==> src/rtl/pwm_pkg.sv <==
// Shared encodings and default sizing for the multi-channel PWM block.
package pwm_pkg;

    typedef enum logic {
        PWM_EDGE   = 1'b0,
        PWM_CENTER = 1'b1
    } pwm_mode_e;

    typedef enum logic {
        DIR_UP   = 1'b0,
        DIR_DOWN = 1'b1
    } pwm_dir_e;

    localparam int PWM_DEFAULT_WIDTH    = 8;
    localparam int PWM_DEFAULT_CHANNELS = 4;

endpackage

==> src/rtl/pwm_timebase.sv <==
// Shared PWM timebase: up or up/down counter with period/mode latched only at
// period boundaries, plus boundary detection and the period_start flag.
module pwm_timebase
    import pwm_pkg::*;
#(
    parameter int WIDTH = PWM_DEFAULT_WIDTH
) (
    input  logic             clk,
    input  logic             reset,
    input  logic             enable,
    input  logic             mode,
    input  logic [WIDTH-1:0] period,
    output logic [WIDTH-1:0] counter,
    output logic             boundary,
    output logic             period_start
);

    pwm_dir_e         dir, dir_next;
    pwm_mode_e        mode_active, mode_eff;
    logic [WIDTH-1:0] period_active, period_eff, counter_next;
    logic             transfer, zero_q;

    assign boundary     = enable && (counter == '0);
    assign transfer     = boundary || !enable;
    assign period_start = enable && zero_q;

    // The step out of a boundary cycle already obeys the freshly sampled period/mode,
    // so a new period of 0 holds the counter at 0 instead of overshooting it.
    assign period_eff = boundary ? period : period_active;
    assign mode_eff   = boundary ? pwm_mode_e'(mode) : mode_active;

    always_comb begin
        counter_next = counter + WIDTH'(1);
        dir_next     = dir;
        if (!enable) begin
            counter_next = '0;
            dir_next     = DIR_UP;
        end else if (dir == DIR_DOWN ||
                     (counter >= period_eff && mode_eff == PWM_CENTER && period_eff != '0)) begin
            counter_next = counter - WIDTH'(1);
            dir_next     = (counter == WIDTH'(1)) ? DIR_UP : DIR_DOWN;
        end else if (counter >= period_eff) begin
            counter_next = '0;
            dir_next     = DIR_UP;
        end
    end

    always_ff @(posedge clk or negedge reset) begin
        if (!reset) begin
            counter       <= '0;
            dir           <= DIR_UP;
            period_active <= '1;
            mode_active   <= PWM_EDGE;
            zero_q        <= 1'b0;
        end else begin
            counter <= counter_next;
            dir     <= dir_next;
            zero_q  <= (counter_next == '0);
            if (transfer) begin
                period_active <= period;
                mode_active   <= pwm_mode_e'(mode);
            end
        end
    end

endmodule

==> src/rtl/multi_channel_pwm.sv <==
// Multi-channel PWM: shadowed duty registers per channel compared against a
// shared timebase; shadows move to active only at period boundaries or while idle.
module multi_channel_pwm
    import pwm_pkg::*;
#(
    parameter int WIDTH    = PWM_DEFAULT_WIDTH,
    parameter int CHANNELS = PWM_DEFAULT_CHANNELS,
    localparam int CH_BITS = (CHANNELS > 1) ? $clog2(CHANNELS) : 1
) (
    input  logic                clk,
    input  logic                reset,
    input  logic                enable,
    input  logic                mode,
    input  logic [WIDTH-1:0]    period,
    input  logic                duty_wr_en,
    input  logic [CH_BITS-1:0]  duty_wr_ch,
    input  logic [WIDTH-1:0]    duty_wr_data,
    output logic [WIDTH-1:0]    counter,
    output logic [CHANNELS-1:0] pwm_out,
    output logic                period_start,
    output logic                update_pending
);

    localparam logic [CH_BITS:0] CH_LIMIT = (CH_BITS + 1)'(CHANNELS);

    logic boundary, transfer, wr_valid;

    pwm_timebase #(
        .WIDTH(WIDTH)
    ) u_timebase (
        .clk          (clk),
        .reset        (reset),
        .enable       (enable),
        .mode         (mode),
        .period       (period),
        .counter      (counter),
        .boundary     (boundary),
        .period_start (period_start)
    );

    assign transfer = boundary || !enable;
    assign wr_valid = duty_wr_en && ({1'b0, duty_wr_ch} < CH_LIMIT);

    // A write landing in a transfer cycle keeps the flag set for the next boundary
    always_ff @(posedge clk or negedge reset) begin
        if (!reset) begin
            update_pending <= 1'b0;
        end else if (wr_valid) begin
            update_pending <= 1'b1;
        end else if (transfer) begin
            update_pending <= 1'b0;
        end
    end

    for (genvar i = 0; i < CHANNELS; i++) begin : g_ch
        logic [WIDTH-1:0] duty_shadow, duty_active;

        always_ff @(posedge clk or negedge reset) begin
            if (!reset) begin
                duty_shadow <= '0;
                duty_active <= '0;
            end else begin
                if (wr_valid && duty_wr_ch == CH_BITS'(i)) begin
                    duty_shadow <= duty_wr_data;
                end
                if (transfer) begin
                    duty_active <= duty_shadow;
                end
            end
        end

        assign pwm_out[i] = enable && (counter < duty_active);
    end

endmodule

==> config.mk <==
export PLATFORM = sky130hd
export DESIGN_NAME = multi_channel_pwm
export DESIGN_NICKNAME = d
export VERILOG_FILES = /design/src/rtl/pwm_pkg.sv /design/src/rtl/pwm_timebase.sv /design/src/rtl/multi_channel_pwm.sv
export SDC_FILE = /design/constraint.sdc
export NUM_CORES = 1
export LEC_CHECK = 0
export ABC_AREA = 1
export CORE_ASPECT_RATIO = 1.5
export CORE_MARGIN = 5
export CORE_UTILIZATION = 65
export CTS_BUF_LIST = sky130_fd_sc_hd__clkbuf_4
export CTS_CLUSTER_SIZE = 30
export DETAILED_ROUTE_END_ITERATION = 6
export PLACE_DENSITY_LB_ADDON = 0.05
export SLEW_MARGIN = 20
export SYNTH_ARGS = -nofsm -noshare
export SYNTH_HDL_FRONTEND = slang
export SYNTH_SLANG_ARGS = --single-unit
==> constraint.sdc <==
create_clock -name clk -period 4.3 [get_ports clk]
set_input_delay 1.075 -clock clk [delete_from_list [all_inputs] [get_ports clk]]
set_output_delay 1.075 -clock clk [all_outputs]
set_load 0.03 [all_outputs]
==> flow_summary_export.csv <==
group,metric,value,unit
status,outcome,"completed",
critical_path,crit_chain,"ha_1 -> a21boi_0 -> o211ai_1 -> nand2_1 -> a21oi_1 -> o21bai_1 -> a311oi_1 -> buf_4",
global_routing,grt_overflow,0,
timing,finClkSkew,0.01005,ns
timing,relSlewSlack,39.39,%
synth,syn_area,4604,um^2
place,place_inst,637,
cts,clk_latency,0.44,ns
global_routing,grt_max_degree,85,
critical_path,end_kind,"output port",
cts,ctsHoldBuffers,0,
cts,cts_resized,0,
critical_path,cp.required,3.22,ns
detailed_routing,viasPerCell,5.505,
floorplanning,rows,37,
global_routing,grt_pass1_wl,17020,um
floorplanning,ioPinCount,37,
timing,setup_tns,0,ns
hold_path,hold_path.class,"reg -> reg",
cells_and_area,synthToLayoutAreaGrowth,12.42,%
synth,synth_warnings,0,
cells_and_area,drive_above_1_share,10.43,%
timing,maxSlewViolCount,0,
synth,ys_seq_area_share,45.87,%
timing,setup_slack,0.5670,ns
cells_and_area,finalNonFillerCells,653,
place,place_ws,0.5329,ns
timing,tightest_slew,0.9058,ns
floorplanning,initial_core_util,66.75,%
synth,synthFlopType,"dfrtp_1",
global_routing,first_global_vias,3770,
timing,finalHoldViolations,0,
detailed_routing,num_vias,3595,
detailed_routing,drt_iter0_markers,220,
cts,cts_tree,"built",
detailed_routing,wire_per_inst,15.16,um
floorplanning,core_area,6898,um^2
critical_path,cp.arrival,2.66,ns
cts,clockRootBuffer,"clkbuf_4",
critical_path,startpoint_type,"register",
timing,finalSetupViolations,0,
synth,async_flop_share,100.0,%
timing,fmax,0.2679,GHz
place,placed_cell_area,5014,um^2
cts,htree_levels,3,
pwr,vdd.ir_drop.worst,455.9,uV
synth,syn_area_per_cell,8.590,um^2
critical_path,crit_fanout,10,
place,dpl.hpwl,7220,um
synth,syn_inst,536,
critical_path,crit_family,"compound AO/OA/AOI/OAI gates",
synth,yosysTopAreaCellShare,41.30,%
cts,post_cts_buffers,0,
job,drv_cap,0,
cells_and_area,antenna_cells,0,
timing,min_period,3.733,ns
place,gp_congestion,0.9283,
floorplanning,die_w,78.72,um
global_routing,antenna_found_initial,0,
floorplanning,dieArea,8902,um^2
cells_and_area,finalInstanceArea,5176,um^2
cts,path_clk_slew,0.12,ns
cts,cts_sinks,84,
cells_and_area,layout_commonest_cell,"nand2_1",
synth,synth_top_cell_by_area,"dfrtp_1",
place,port_buffers,36,
floorplanning,die_h,113.1,um
critical_path,crit_type,"reg -> out",
critical_path,cp.buffers_inverters,1,
pwr,cellLeakagePower,2.705,nW
timing,timing.final.crit_share,86.81,%
cells_and_area,final_nets,633,
pwr,p_per_area,785.9,nW/um^2
synth,post_synth_num_cell_types,34,
detailed_routing,dr.pass1.iters,4,
global_routing,grt.total_usage,24.80,%
synth,ys_ff_latch,84,
critical_path,slowest_delay,0.69,ns
timing,grt_setup_unrepaired,"no",
synth,synth_edf_count,0,
detailed_routing,drt_wl_total,9899,um
critical_path,slowest_stage,"dfrtp_1",
synth,synth_fp_nets,599,
detailed_routing,drc,0,
cts,cts-buffers-inserted,9,
synth,yosys-top-cells-area,"dfrtp_1, ha_1, nand2_1, o21ai_0, inv_1",
cts,clockBufferDepth,2,
cells_and_area,final_cell_mix,"nand2_1, inv_1, dfrtp_1",
detailed_routing,final_antenna_net_count,0,
worst min-delay path, delay by kind of cell (launching register included):
kind | cells | cell delay, ns
flip-flops | 1 | 0.36
AO/OA/AOI/OAI | 1 | 0.06
AND/OR/NAND/NOR | 1 | 0.05
report_power, final:
| part | total (mW) | switching (mW) | internal, mW |
|---|---|---|---|
| Sequential | 1.30 | 0.218 | 1.09 |
| Clock | 0.507 | 0.260 | 0.246 |
| Combinational | 2.26 | 1.41 | 0.848 |
| Total | 4.07 | 1.89 | 2.18 |
cells by family after synthesis:
group                      share of synthesized area [%]
AOI/OAI and AO/OA                                  12.77
adders and majority gates                          10.87
and+or+nand+nor                                    20.19
muxes                                             0.9782
xor gates and xnor gates                          0.9510
buffers and inverters                              8.370
DFF                                                45.87
flip-flops by register name, indices dropped and copies added, names as in the netlist:
register                  count
u_timebase.zero_q             1
u_timebase.counter            8
g_ch.duty_active             32
g_ch.duty_shadow             32
u_timebase.period_active      8
u_timebase.dir                1
update_pending                1
u_timebase.mode_active        1
synthesized netlist by cell type (7+ instances only):
master and n:
nand3_1 24, clkbuf_1 10, nor2_1 10, inv_1 79, o21ai_0 70, a21oi_1 12, dfrtp_1 76, o21bai_1 7
dfstp_2 8, ha_1 40, nand3b_1 7, nand2_2 7, nand2_1 128
stage by stage:
| step | util [%] | hold slack, ns | total power [mW] |
|---|---|---|---|
| floorplan | - | 0.4476 | 2.944 |
| global placement | 72.68 | 0.4631 | 3.481 |
| detailed placement | 72.68 | 0.4699 | 3.582 |
| CTS | 74.99 | 0.5010 | 4.096 |
| global route | 75.04 | 0.5186 | 4.465 |
| finish | 75.04 | 0.4977 | 4.068 |
final timing paths:
path                                         from                     end  slack, ns  depth (start not counted)
setup / recovery            u_timebase.counter[1]              pwm_out[2]       0.57                          8
hold / removal             g_ch[0].duty_shadow[1]  g_ch[0].duty_shadow[1]       0.50                          2
setup reg to reg            u_timebase.counter[0]       u_timebase.zero_q       0.93                         25
hold reg to reg            g_ch[0].duty_shadow[1]  g_ch[0].duty_shadow[1]       0.50                          2
max in group asynchronous                   reset  g_ch[0].duty_active[0]       3.14                          1
min in group asynchronous                   reset          u_timebase.dir       0.64                          1
area by class of cell:
| type | count | area [um^2] |
|---|---|---|
| multi-input combinational | 352 | 2118 |
| sequential | 84 | 2112 |
| fill | 542 | 1722 |
| timing repair buffer | 39 | 374.1 |
| inverter | 84 | 315.3 |
| tap | 78 | 97.59 |
| clock buffer | 11 | 82.58 |
| clock inverter | 5 | 76.32 |
metal layers:
metal  share of wire (%)  track usage [%]  vias up
met3                 5.1            4.379       35
li1                    -                -     1793
met2                  53            44.81       87
met1                  38            27.21     1680
met4                 4.0            13.19        0
met5                   0                0        -
(Power assumes the default switching activity.)
==> RTL edit, RTL diff (same settings) <==
The package constant `PWM_DEFAULT_WIDTH` goes from 8 to 7.
--- a/src/rtl/pwm_pkg.sv
+++ b/src/rtl/pwm_pkg.sv
@@ -12,5 +12,5 @@
     } pwm_dir_e;
 
-    localparam int PWM_DEFAULT_WIDTH    = 8;
+    localparam int PWM_DEFAULT_WIDTH    = 7;
     localparam int PWM_DEFAULT_CHANNELS = 4;
 
Ports: changed (resized counter, duty_wr_data and period); port bits go from 37 to 34. The function was not compared with the original's and may differ.
==> RTL edit against the unedited design <==
  * Final area shrank 11%
  * Sequential cell count shrank 10
  * Sequential share of layout area decreased by 0.21 points
  * Register-to-register slack gained 180 ps
  * Area after synthesis shrank 12%
  * Combinational power is 17% lower
  * Non-clock buffer count down 2
  * Global-route usage decreased by 0.88 points
  * Setup slack worse by 19 ps
  * Final cell count decreased by 9.2%
  * Power is 16% lower
  * Wire length shrank 14%
  * Clock power decreased by 15%
  * Highest routed layer unchanged
==> RTL edit: results <==
export IMPL_status="finished clean"
export IMPL_portBuffers=33
export IMPL_worstHoldPathType="reg2reg"
export IMPL_synth_nets=536
export IMPL_ys_types=35
export IMPL_grt_usage=0.2392
export IMPL_fin_worst_skew_ps=9.043
export IMPL_ys_top_cells_by_area="dfrtp_1, ha_1, nand2_1, o21ai_0, inv_1"
export IMPL_synth_seq_area_share=0.4584
export IMPL_first_pass_iters=5
export IMPL_irDropWorstVdd_mv=0.4037
export IMPL_reg_top3="g_ch.duty_active: 28 flops, g_ch.duty_shadow: 28 flops"
export IMPL_via_per_inst=5.364
export IMPL_crit_arrival_ps=2680
export IMPL_ys_top_cells_by_count="nand2_1, inv_1, dfrtp_1"
export IMPL_dpl_cell_count=577
export IMPL_rrSetupSlack_ps=1110
export IMPL_grt_pass1_vias=3170
export IMPL_drive_above_1_share=0.1156
export IMPL_clk_latency_ps=410
export IMPL_p_leak_nw=2.386
export IMPL_synth_area_per_cell_um2=8.456
export IMPL_antenna_found_initial=0
export IMPL_max_slew_margin_rel=0.4042
export IMPL_dp_hpwl_mm=6.331
export IMPL_instances_no_fill=593
export IMPL_routabilityCongestion=0.8963
export IMPL_max_clock_path_buffers=2
export IMPL_finalWirelength_mm=8.499
export IMPL_layout_nets=570
export IMPL_drt_initial_drc_count=168
export IMPL_grt_max_degree=44
export IMPL_grt_first_pass_wirelength_mm=14.52
export IMPL_cp_max_fo=11
RTL edit: cells by family after synthesis:
logic type                 synth area share
adders and majority gates            0.1079
and+or+nand+nor                      0.2093
buffers and inverters               0.08909
DFF                                  0.4584
xor gates and xnor gates            0.01079
muxes                              0.002774
AOI/OAI and AO/OA                    0.1218
RTL edit: critical path: stages:
cell             delay [ps]
clkdlybuf4s50_1         770
nand2_1                 100
inv_1                    70
clkdlybuf4s50_1         660
RTL edit: through the flow:
| stage | hold WS [ps] | power (mW) | area (µm²) | setup WS [ps] |
|---|---|---|---|---|
| 2_1_floorplan | 447.6 | 2.508 | 4059 | 1021 |
| 3_3_place_gp | 464.1 | 2.955 | 4443 | 532.3 |
| 3_5_place_dp | 466.2 | 3.023 | 4443 | 402.6 |
| 4_1_cts | 491.8 | 3.464 | 4583 | 534.9 |
| 5_1_grt | 515.4 | 3.786 | 4583 | 472.4 |
| 6_report | 490.7 | 3.432 | 4583 | 548.4 |
RTL edit: cell type report:
class / instances / area [µm²]
Fill cell: 477 / 1548
Inverter: 78 / 296.5
Clock buffer: 10 / 75.07
Sequential cell: 74 / 1861
Tap cell: 74 / 92.59
Multi-Input combinational cell: 314 / 1848
Timing Repair Buffer: 37 / 345.3
Clock inverter: 6 / 65.06
RTL edit: path summary, 6_finish.rpt:
| path | cells past startpoint | endpoint | from |
|---|---|---|---|
| max | 4 | period_start | enable |
| min | 2 | g_ch[2].duty_active[2] | g_ch[2].duty_shadow[2] |
| max reg2reg | 22 | u_timebase.zero_q | u_timebase.counter[0] |
| min reg2reg | 2 | g_ch[2].duty_active[2] | g_ch[2].duty_shadow[2] |
| max in group asynchronous | 2 | u_timebase.period_active[6] | reset |
| min in group asynchronous | 1 | u_timebase.counter[6] | reset |
RTL edit: report_power, final:
part	total (mW)	switching, mW	internal [mW]	leakage [nW]
registers	1.12	0.173	0.950	0.919
logic	1.88	1.18	0.696	1.39
clock network	0.433	0.247	0.186	0.0772
RTL edit: metal layers:
metal / track usage / wire (µm)
met5: 0 / 0
met4: 0.1260 / 340
met3: 0.05159 / 406
met2: 0.3874 / 4233
met1: 0.2923 / 3518
